--- src/rtl/multi_trip_math.sv ---
// Multi-channel trip timer: captures per-channel trip counts from a common start, then
// computes a saturated sum of squares X and its integer square root Y.
module multi_trip_math #(
    parameter int unsigned   NCH     = 2,
    parameter int unsigned   CW      = 16,
    parameter logic [CW-1:0] TIMEOUT = {CW{1'b1}}
) (
    input  logic              CLK,
    input  logic              RST,
    input  logic              startSequence,
    input  logic              mode,
    input  logic [NCH-1:0]    tripped,
    output logic              complete,
    output logic              busy,
    output logic              timed_out,
    output logic [NCH-1:0]    trip_mask,
    output logic [2*CW-1:0]   X,
    output logic [CW-1:0]     Y
);
    localparam int unsigned   IW       = (NCH > 1) ? $clog2(NCH) : 1;
    localparam int unsigned   BW       = $clog2(CW + 1);
    localparam logic [IW-1:0] LAST_CH  = IW'(NCH - 1);
    localparam logic [BW-1:0] LAST_BIT = BW'(CW - 1);

    typedef enum logic [2:0] {StIdle, StArm, StAccum, StSqrt, StDone} state_e;

    state_e          state;
    logic [CW-1:0]   counter;
    logic [CW-1:0]   cnt [NCH];
    logic            mode_q;
    logic [IW-1:0]   ch_idx;
    logic [2*CW-1:0] acc;
    logic [2*CW-1:0] rad;
    logic [CW:0]     rem;
    logic [CW-1:0]   root;
    logic [BW-1:0]   bit_idx;

    logic [NCH-1:0]  new_trip;
    logic [NCH-1:0]  mask_next;
    logic [CW-1:0]   sel;
    logic [CW-1:0]   term;
    logic [2*CW-1:0] sq;
    logic [2*CW:0]   sum;
    logic [2*CW-1:0] acc_next;
    logic [CW+2:0]   trial;
    logic [CW+2:0]   test;
    logic            fits;
    logic [CW:0]     rem_next;
    logic [CW-1:0]   root_next;

    always_comb begin
        new_trip  = tripped & ~trip_mask;
        mask_next = trip_mask | new_trip;

        sel = cnt[ch_idx];
        if (!mode_q) begin
            term = sel;
        end else if (sel >= cnt[0]) begin
            term = sel - cnt[0];
        end else begin
            term = cnt[0] - sel;
        end
        sq       = {{CW{1'b0}}, term} * {{CW{1'b0}}, term};
        sum      = {1'b0, acc} + {1'b0, sq};
        acc_next = sum[2*CW] ? {(2*CW){1'b1}} : sum[2*CW-1:0];

        // Restoring root step: bring down two radicand bits, try subtracting 4*root+1.
        trial     = {rem, rad[2*CW-1 -: 2]};
        test      = {1'b0, root, 2'b01};
        fits      = (trial >= test);
        rem_next  = fits ? (CW+1)'(trial - test) : (CW+1)'(trial);
        root_next = {root[CW-2:0], fits};
    end

    always_ff @(posedge CLK or negedge RST) begin
        if (!RST) begin
            state     <= StIdle;
            counter   <= '0;
            for (int i = 0; i < NCH; i++) cnt[i] <= '0;
            mode_q    <= 1'b0;
            ch_idx    <= '0;
            acc       <= '0;
            rad       <= '0;
            rem       <= '0;
            root      <= '0;
            bit_idx   <= '0;
            complete  <= 1'b0;
            busy      <= 1'b0;
            timed_out <= 1'b0;
            trip_mask <= '0;
            X         <= '0;
            Y         <= '0;
        end else begin
            unique case (state)
                StIdle, StDone: begin
                    if (startSequence) begin
                        state     <= StArm;
                        mode_q    <= mode;
                        counter   <= '0;
                        for (int i = 0; i < NCH; i++) cnt[i] <= '0;
                        trip_mask <= '0;
                        timed_out <= 1'b0;
                        complete  <= 1'b0;
                        busy      <= 1'b1;
                        acc       <= '0;
                        ch_idx    <= '0;
                    end
                end
                StArm: begin
                    for (int i = 0; i < NCH; i++) begin
                        if (new_trip[i]) cnt[i] <= counter;
                    end
                    trip_mask <= mask_next;
                    counter   <= counter + CW'(1);
                    // A trip landing on the timeout cycle closes the channel normally.
                    if (&mask_next) begin
                        state <= StAccum;
                    end else if (counter == TIMEOUT) begin
                        for (int i = 0; i < NCH; i++) begin
                            if (!mask_next[i]) cnt[i] <= TIMEOUT;
                        end
                        timed_out <= 1'b1;
                        state     <= StAccum;
                    end
                end
                StAccum: begin
                    acc    <= acc_next;
                    ch_idx <= ch_idx + IW'(1);
                    if (ch_idx == LAST_CH) begin
                        rad     <= acc_next;
                        rem     <= '0;
                        root    <= '0;
                        bit_idx <= '0;
                        state   <= StSqrt;
                    end
                end
                StSqrt: begin
                    rad     <= rad << 2;
                    rem     <= rem_next;
                    root    <= root_next;
                    bit_idx <= bit_idx + BW'(1);
                    if (bit_idx == LAST_BIT) begin
                        X        <= acc;
                        Y        <= root_next;
                        complete <= 1'b1;
                        busy     <= 1'b0;
                        state    <= StDone;
                    end
                end
                default: state <= StIdle;
            endcase
        end
    end
endmodule
--- config.mk ---
export PLATFORM = sky130hd
export DESIGN_NAME = multi_trip_math
export DESIGN_NICKNAME = d
export VERILOG_FILES = /design/src/rtl/multi_trip_math.sv
export SDC_FILE = /design/constraint.sdc
export NUM_CORES = 1
export LEC_CHECK = 0
export BUFFER_PORTS_ARGS = -buffer_cell sky130_fd_sc_hd__buf_2
export CAP_MARGIN = 20
export CORE_ASPECT_RATIO = 1.2
export CORE_UTILIZATION = 58
export CTS_BUF_LIST = sky130_fd_sc_hd__clkbuf_16
export DETAILED_ROUTE_END_ITERATION = 10
export PLACE_DENSITY = 0.78
export SLEW_MARGIN = 20
export SYNTH_ARGS = -nofsm -noshare
export SYNTH_HDL_FRONTEND = slang
export SYNTH_SLANG_ARGS = --single-unit
--- constraint.sdc ---
create_clock -name CLK -period 10.5 [get_ports CLK]
set_input_delay 0.525 -clock CLK [delete_from_list [all_inputs] [get_ports CLK]]
set_output_delay 0.525 -clock CLK [all_outputs]
set_load 0.05 [all_outputs]
==> impl_metrics.toml <==
[routing]
drt-initial-drc-count = 981
via_per_inst = 5.80
wl_per_cell_um = 18.8
vias = 15700
antenna_left = 0
dr.pass1.iters = 5
route.detailed.drc = 0
wirelength_um = 51000

[status]
status = "finished clean"

[timing]
period_share_pct = 95.2
setup-violations-final = 0
hold_viol_final = 0
skew_ns = 0.0277
maxSlewHeadroom_pct = 33.0
hold_slack_ns = 0.218
worstMarginPinSlew_ns = 0.994
fmax_mhz = 100
drv_slew = 0
period_minus_slack_ns = 9.99
timing.final.ws_setup_ns = 0.508

[final_layout]
final_common_cell = "inv_1"
final_cell_mix = "inv_1, nand2_1, dfrtp_1"
finalNetCount = 2603
layout-drive-gt1-share_pct = 12.5
fin_area_um2 = 21800
num_antenna_cells = 0
area_delta_synth_final_pct = 9.75
layout.cells.non_filler = 2712

[die]
rows = 73
die_h_um = 205
ios = 59
die_width_um = 171
coreArea_um2 = 33400
initial_core_util_pct = 59.6
die-area_um2 = 35100

[critical_path]
start_kind = "register"
critPathMaxStageDelay_ns = 0.57
cp.required_ns = 10.94
worstPathArrival_ns = 10.43
crit_slowest_cell = "fa_1"
cp-startpoint = "ch_idx"
crit_type = "reg -> reg"
cp_max_fo = 18
end_kind = "register"
cpMostUsedCell = "fa_1"
worstReg2RegStart = "ch_idx"

[logic_synthesis]
synth_simple_gate_area_share_pct = 12.9
netlist_area_um2 = 19900
ys_types = 79
synth_adder_area_share_pct = 29.4
synthFlopType = "dfrtp_1"
synth-xor-area-share_pct = 2.38
synth_compound_area_share_pct = 15.7
synth_seq_area_share_pct = 26.1
yosysWarnings = 0
async_reset_ff_share_pct = 100
syn_nets = 2537
synthCells = 2180
synth_top_family_by_area = "adder cells"
ys_seq_elements = 208
synth_edf_count = 0
synth_area_per_cell_um2 = 9.13
synthMuxAreaShare_pct = 3.72

[place]
port_buffers = 58
place_inst = 2671
postPlaceCellArea_um2 = 21000
hpwl_um = 40100
gp_congestion = 0.972
dpl_worst_slack_ns = 0.444

[global_routing]
overflow = 0
grt_pass1_wl_um = 85300
grt_pass1_vias = 16500
grt_usage_pct = 31.0
antenna_found_initial = 0
grt_max_degree = 79

[clock_network]
numCtsBuffers = 22
cts_sinks = 208
clk_latency_ns = 0.54
post_cts_buffers = 0
cts_tree = "yes"
clk_path_buf_depth = 3
clk_pin_slew_ns = 0.06
cts_htree_levels = 1
cts_root_buf = "clkbuf_16"

[worst_hold_path]
min_from = "mode"
hp-class = "in -> reg"

[run]
maxCapViolCount = 0
==> final cells by class <==
type	count	area, µm²
clock buffers	23	576
clock inverters	17	190
fillers	2690	11600
inverters	397	1490
multi-input cells	1474	12800
flip-flops and latches	208	5200
well taps	450	563
repair buffers	143	1020
==> final timing paths <==
kind	to	slack, ns	cells past startpoint
setup / recovery	rad[24]	0.51	37
max in group asynchronous	X[6]	7.82	4
setup reg to reg	rad[24]	0.51	37
min in group asynchronous	X[28]	0.55	2
hold / removal	mode_q	0.22	3
hold reg to reg	X[13]	0.47	2
==> critical path: cells and delay by family (launching register included) <==
kind / cells / cell delay, ns
mux: 2 / 0.39
fa+ha+maj: 8 / 3.67
compound gates: 12 / 2.51
flops: 1 / 0.38
buf+inv: 9 / 1.10
simple gates: 6 / 1.85
==> metrics by stage <==
| stage | util [%] | TNS [ns] |
|---|---|---|
| floorplan | - | 0 |
| global placement | 63.0 | 0 |
| detailed placement | 63.0 | 0 |
| CTS | 65.3 | 0 |
| global route | 65.4 | -0.0111 |
| finish | 65.4 | 0 |
==> sequential cells by signal, indices dropped and copies added (netlist names), 16 cells and up <==
| name | cells |
|---|---|
| counter | 16 |
| acc | 32 |
| X | 32 |
| cnt | 32 |
| rad | 32 |
| Y | 16 |
| root | 16 |
| rem | 17 |
==> kinds of logic (layout without fill, tap and decap cells) <==
family,after synthesis,count (layout)
buf+inv,498,580
simple gates,556,556
flops,208,208
fa+ha+maj,351,351
compound gates,444,444
xor+xnor,54,54
mux,69,69
==> synth_stat cells, drive strengths merged (10+ instances only) <==
cell type | n | area (µm²)
a31oi | 16 | 100
nand3 | 60 | 305
xnor2 | 31 | 272
clkbuf | 76 | 285
nand2b | 19 | 119
and3 | 10 | 62.6
nor2 | 112 | 420
a22o | 17 | 149
and2 | 42 | 263
nor2b | 12 | 75.1
o221a | 32 | 360
o21a | 16 | 128
ha | 157 | 1960
nor3 | 25 | 136
a22oi | 18 | 135
mux2i | 42 | 437
a21oi | 76 | 392
fa | 194 | 3880
nand4 | 14 | 93.8
inv | 397 | 1490
a221o | 15 | 150
mux2 | 27 | 304
o211ai | 34 | 275
a21o | 20 | 150
nand2 | 229 | 860
xor2 | 23 | 201
o21ai | 128 | 641
buf | 25 | 171
dfrtp | 208 | 5200
==> what timing repair did <==
action / in CTS / in global routing
resized for setup: 0 / 10
endpoints found under the hold margin: 58 / 0
endpoints found under the setup margin: 0 / 64
hold buffers: 1 / 0
==> metal layers <==
| metal | global-route usage, % | wire [µm] | vias to the layer above |
|---|---|---|---|
| li1 | - | - | 7347 |
| met4 | 12.0 | 2000 | 0 |
| met1 | 40.1 | 21100 | 7782 |
| met3 | 3.96 | 2740 | 126 |
| met2 | 52.9 | 25100 | 488 |
| met5 | 0 | 0 | - |
Power is left out: the tool's default activity adds up to more than one toggle a clock period on the data nets, which glitch-free logic cannot reach.
